==> config.mk <==
export PLATFORM = sky130hd
export DESIGN_NAME = mem_copy_engine
export DESIGN_NICKNAME = d
export VERILOG_FILES = /design/src/rtl/mem_copy_engine.sv
export SDC_FILE = /design/constraint.sdc
export NUM_CORES = 1
export LEC_CHECK = 0
export ABC_AREA = 1
export CORE_ASPECT_RATIO = 0.6
export CORE_UTILIZATION = 42
export DETAILED_ROUTE_END_ITERATION = 7
export PLACE_DENSITY = 0.68
export SETUP_SLACK_MARGIN = 0.1
export SYNTH_ARGS = -nofsm -noshare
export SYNTH_HDL_FRONTEND = slang
export SYNTH_SLANG_ARGS = --single-unit
==> constraint.sdc <==
create_clock -name clk -period 3.45 [get_ports clk]
set_clock_uncertainty 0.1 [all_clocks]
set_input_delay 0.345 -clock clk [delete_from_list [all_inputs] [get_ports clk]]
set_output_delay 0.345 -clock clk [all_outputs]
set_load 0.05 [all_outputs]
==> src/rtl/mem_copy_engine.sv <==
// Word-by-word memory copy/fill engine: copy takes 2*len+1 cycles start-to-done, fill len+1, len=0 takes 1.
// No backpressure: the memory is assumed to accept every access in one cycle; start is ignored while a transfer runs.
module mem_copy_engine #(
   parameter int ADDR_W = 16,
   parameter int DATA_W = 16
) (
   input  logic              clk,
   input  logic              rst_n,
   input  logic              start,
   input  logic              mode,
   input  logic [ADDR_W-1:0] src_addr,
   input  logic [ADDR_W-1:0] dst_addr,
   input  logic [3:0]        len,
   input  logic [DATA_W-1:0] fill_data,
   output logic              busy,
   output logic              done,
   output logic [3:0]        words_done,
   output logic [ADDR_W-1:0] mem_access_addr,
   output logic [DATA_W-1:0] mem_write_data,
   output logic              mem_write_en,
   output logic              mem_read,
   input  logic [DATA_W-1:0] mem_read_data
);

   typedef enum logic [1:0] {IDLE, READ, WRITE, DONE} state_t;

   localparam logic [ADDR_W-1:0] ADDR_ONE = {{(ADDR_W-1){1'b0}}, 1'b1};

   state_t            state;
   logic              mode_q;
   logic [ADDR_W-1:0] src_q;
   logic [ADDR_W-1:0] dst_q;
   logic [3:0]        rem_q;
   logic [DATA_W-1:0] fill_q;

   // Outputs are registered alongside the state; mem_write_data doubles as the word buffer in copy mode.
   always_ff @(posedge clk or negedge rst_n) begin
      if (!rst_n) begin
         state           <= IDLE;
         mode_q          <= 1'b0;
         src_q           <= '0;
         dst_q           <= '0;
         rem_q           <= '0;
         fill_q          <= '0;
         busy            <= 1'b0;
         done            <= 1'b0;
         words_done      <= '0;
         mem_access_addr <= '0;
         mem_write_data  <= '0;
         mem_write_en    <= 1'b0;
         mem_read        <= 1'b0;
      end else begin
         busy            <= 1'b0;
         done            <= 1'b0;
         mem_access_addr <= '0;
         mem_write_data  <= '0;
         mem_write_en    <= 1'b0;
         mem_read        <= 1'b0;
         case (state)
            IDLE: begin
               if (start) begin
                  mode_q     <= mode;
                  src_q      <= src_addr;
                  dst_q      <= dst_addr;
                  rem_q      <= len;
                  fill_q     <= fill_data;
                  words_done <= '0;
                  if (len == 4'd0) begin
                     state <= DONE;
                     done  <= 1'b1;
                  end else if (mode) begin
                     state           <= WRITE;
                     busy            <= 1'b1;
                     mem_write_en    <= 1'b1;
                     mem_access_addr <= dst_addr;
                     mem_write_data  <= fill_data;
                  end else begin
                     state           <= READ;
                     busy            <= 1'b1;
                     mem_read        <= 1'b1;
                     mem_access_addr <= src_addr;
                  end
               end
            end
            READ: begin
               state           <= WRITE;
               busy            <= 1'b1;
               mem_write_en    <= 1'b1;
               mem_access_addr <= dst_q;
               mem_write_data  <= mem_read_data;
            end
            WRITE: begin
               src_q      <= src_q + ADDR_ONE;
               dst_q      <= dst_q + ADDR_ONE;
               words_done <= words_done + 4'd1;
               rem_q      <= rem_q - 4'd1;
               if (rem_q == 4'd1) begin
                  state <= DONE;
                  done  <= 1'b1;
               end else if (mode_q) begin
                  state           <= WRITE;
                  busy            <= 1'b1;
                  mem_write_en    <= 1'b1;
                  mem_access_addr <= dst_q + ADDR_ONE;
                  mem_write_data  <= fill_q;
               end else begin
                  state           <= READ;
                  busy            <= 1'b1;
                  mem_read        <= 1'b1;
                  mem_access_addr <= src_q + ADDR_ONE;
               end
            end
            DONE: begin
               state <= IDLE;
            end
            default: begin
               state <= IDLE;
            end
         endcase
      end
   end

endmodule

==> load_flow_metrics.sql <==
INSERT INTO impl_metrics (metric_group, metric, value, unit) VALUES
('sta', 'slew-limit-headroom', '56.4', '%'),
('placed_design', 'dpl_cell_area', '6280', 'um2'),
('worst_setup_path', 'critical_path.reg2reg.startpoint', 'rem_q[1]', ''),
('finish', 'fin_area', '6590', 'um2'),
('global_route', 'global_route.usage.total', '27.8', '%'),
('logic_synthesis', 'synth.distinct_cells', '37', ''),
('detailed_routing', 'drtPass1Iterations', '5', ''),
('worst_setup_path', 'timing.critical_path.from', 'len[2]', ''),
('worst_setup_path', 'cp_data_arrival_time', '2330', 'ps'),
('logic_synthesis', 'post_synth_fa_ha_maj_area_fraction', '1.24', '%'),
('sta', 'final_period_minus_worst_setup_slack', '2180', 'ps'),
('sta', 'unrepaired_setup_endpoints_after_global_routing', 'no', ''),
('logic_synthesis', 'postSynth.topFlopCell', 'sky130_fd_sc_hd__dfrtp_1', ''),
('placed_design', 'dp_hpwl', '11900', 'um'),
('detailed_routing', 'drtIter0Drc', '473', ''),
('finish', 'layout_common_cells', '173 x sky130_fd_sc_hd__nand2_1, 110 x sky130_fd_sc_hd__clkdlybuf4s50_1, 95 x sky130_fd_sc_hd__dfrtp_1', ''),
('detailed_routing', 'drt-vias-per-instance', '5.52', ''),
('worst_setup_path', 'startpoint_type', 'input pin', ''),
('logic_synthesis', 'syn_nets', '707', ''),
('detailed_routing', 'route.detailed.drc', '0', ''),
('min_path', 'min_from', 'fill_q[13]', ''),
('clock_network', 'cts.clk_slew.worst_paths', '70', 'ps'),
('logic_synthesis', 'netlist_top_cells_area', 'sky130_fd_sc_hd__dfrtp_1 47%, sky130_fd_sc_hd__nand2_1 13%, sky130_fd_sc_hd__inv_1 5.4%', ''),
('finish', 'design.final.nets', '813', ''),
('worst_setup_path', 'cells_on_worst_reg2reg_path', '9', ''),
('worst_setup_path', 'critPathMaxFanout', '9', ''),
('logic_synthesis', 'synth.yosys.warnings', '0', ''),
('clock_network', 'clk-insertion-delay-late', '350', 'ps'),
('sta', 'hold_viol', '0', ''),
('worst_setup_path', 'reg2reg_slack', '1290', 'ps'),
('flow_run', 'drv_cap', '0', ''),
('die', 'core_region_area', '11500', 'um2'),
('logic_synthesis', 'synth_top_family_by_area', 'simple AND/OR/NAND/NOR gates', ''),
('die', 'die_area', '12500', 'um2'),
('logic_synthesis', 'compound_gate_fraction_of_synth_area', '15.0', '%'),
('die', 'io_pins', '112', ''),
('logic_synthesis', 'muxShareOfSynthArea', '0', '%'),
('clock_network', 'cts_inserted_buffers', '9', ''),
('global_route', 'grt_first_pass_wirelength', '25800', 'um'),
('logic_synthesis', 'synth.avg_cell_area', '8.03', 'um2'),
('finish', 'antenna_cells', '0', ''),
('die', 'die_width', '144', 'um'),
('clock_network', 'root_buffer', 'sky130_fd_sc_hd__clkbuf_16', ''),
('global_route', 'grt_overflow_total', '0', ''),
('clock_network', 'tritoncts', 'built', ''),
('sta', 'timing.final.setup_violations', '0', ''),
('logic_synthesis', 'post_synth_xor_area_fraction', '2.77', '%'),
('worst_setup_path', 'critPathKind', 'input pin to register', ''),
('status', 'outcome', 'completed', ''),
('global_route', 'grt_start_max_net_pins', '61', ''),
('sta', 'timing_worst_slew_pin_value', '654', 'ps'),
('finish', 'drive_above_1_share', '5.53', '%'),
('finish', 'finish.cell_count_without_fillers', '901', ''),
('placed_design', 'place.gp.congestion', '0.952', ''),
('worst_setup_path', 'cp-end-kind', 'register', ''),
('logic_synthesis', 'synth-seq-area-share', '47.0', '%'),
('logic_synthesis', 'synth_top_area_share', '47.0', '%'),
('placed_design', 'io_buffer_count', '111', ''),
('power_and_ir_drop', 'irDropWorstVdd', '0.420', 'mV'),
('global_route', 'number_of_global_route_vias_before_repair', '4647', ''),
('placed_design', 'dp.cells', '884', ''),
('die', 'row_count', '30', ''),
('sta', 'totalNegativeSetupSlack', '0', 'ps'),
('power_and_ir_drop', 'p_leak', '2.97', 'nW'),
('sta', 'timing_max_transition_violations_final', '0', ''),
('detailed_routing', 'via_count', '4974', ''),
('logic_synthesis', 'synthSimpleGateAreaFrac', '25.7', '%'),
('logic_synthesis', 'syn-instance-count', '630', ''),
('logic_synthesis', 'synth_enable_flop_cells', '0', ''),
('logic_synthesis', 'netlist.top_cell.by_area', 'sky130_fd_sc_hd__dfrtp_1', ''),
('sta', 'min_period_over_period', '63.1', '%');
-- layer usage --
metal / vias to the layer above / routed length (um) / GRT usage, %
met2: 280 / 6670 / 38.7
met5: - / 0 / 0
met4: 0 / 182 / 5.71
met3: 24 / 1890 / 8.96
met1: 2362 / 7700 / 41.7
li1: 2308 / - / -
-- synth_stat cells, types with 2 or more instances --
master	count
sky130_fd_sc_hd__nand2_1	173
sky130_fd_sc_hd__dfrtp_1	95
sky130_fd_sc_hd__inv_1	73
sky130_fd_sc_hd__nor2_1	53
sky130_fd_sc_hd__nand3_1	49
sky130_fd_sc_hd__o21ai_0	35
sky130_fd_sc_hd__o221ai_1	22
sky130_fd_sc_hd__o211ai_1	20
sky130_fd_sc_hd__buf_2	15
sky130_fd_sc_hd__a21oi_1	12
sky130_fd_sc_hd__xor2_1	12
sky130_fd_sc_hd__nand4_1	11
sky130_fd_sc_hd__o22ai_1	10
sky130_fd_sc_hd__a22oi_1	5
sky130_fd_sc_hd__ha_1	5
sky130_fd_sc_hd__inv_2	5
sky130_fd_sc_hd__xnor2_1	4
sky130_fd_sc_hd__nand2_2	3
sky130_fd_sc_hd__nor2_2	3
sky130_fd_sc_hd__nor3_1	3
sky130_fd_sc_hd__buf_4	2
sky130_fd_sc_hd__clkbuf_1	2
sky130_fd_sc_hd__nand2_4	2
sky130_fd_sc_hd__nor2_8	2
sky130_fd_sc_hd__o2111ai_1	2
-- power by group --
part	leakage, nW	total (mW)	switching (mW)	internal (mW)
clock	0.146	1.03	0.447	0.583
sequential	1.19	1.99	0.356	1.63
combinational	1.63	3.35	2.29	1.07
-- how the worst min path moves through the flow --
stage / to / slack [ps] / cells after the start
6_report: fill_q[13] / 400 / 2
5_1_grt: fill_q[0] / 430 / 2
4_1_cts: fill_q[13] / 390 / 2
3_5_place_dp: words_done[3] / 310 / 1
3_3_place_gp: words_done[3] / 310 / 1
2_1_floorplan: busy / -50 / 0
-- area by class of cell --
class,count,area (um2)
fill,1045,4930
sequential,95,2380
multi-input combinational,434,2260
timing repair buffer,117,1160
inverter,79,299
clock buffer,11,243
tap,160,200
clock inverter,5,56.3
-- registers in the layout, indices dropped and copies added, names as in the netlist --
name             cells
busy                 1
done                 1
dst_q               16
fill_q              16
mem_access_addr     16
mem_read             1
mem_write_data      16
mem_write_en         1
mode_q               1
rem_q                4
src_q               16
state                2
words_done           4
-- worst max-delay path, stage by stage --
cell and delay [ps]:
sky130_fd_sc_hd__clkdlybuf4s50_1 510, sky130_fd_sc_hd__nor2_1 50, sky130_fd_sc_hd__nand2_1 320, sky130_fd_sc_hd__nand2_2 250, sky130_fd_sc_hd__nor2_2 500, sky130_fd_sc_hd__a22oi_1 220, sky130_fd_sc_hd__o211ai_1 130
-- what timing repair did --
| action | in CTS | in global routing |
|---|---|---|
| hold endpoints to repair | 47 | 0 |
| hold buffers | 1 | 0 |
| resized for setup | 0 | 0 |
-- metrics by stage --
step / hold WS, ps / utilization (%) / setup WS (ps) / total power, mW
after global routing: 429 / 57.2 / 1140 / 6.76
after detailed placement: 315 / 54.5 / 998 / 5.29
final: 397 / 57.2 / 1270 / 6.37
after global placement: 309 / 54.5 / 1110 / 5.23
after floorplan: -50.6 / - / 1840 / 4.23
after CTS: 393 / 57.2 / 1280 / 6.34
-- logic make-up after synthesis --
kind of cell,count (synthesis)
xor+xnor,16
compound gates,112
flops,95
fa+ha+maj,5
buf+inv,101
simple gates,301
(Power assumes the default switching activity.)
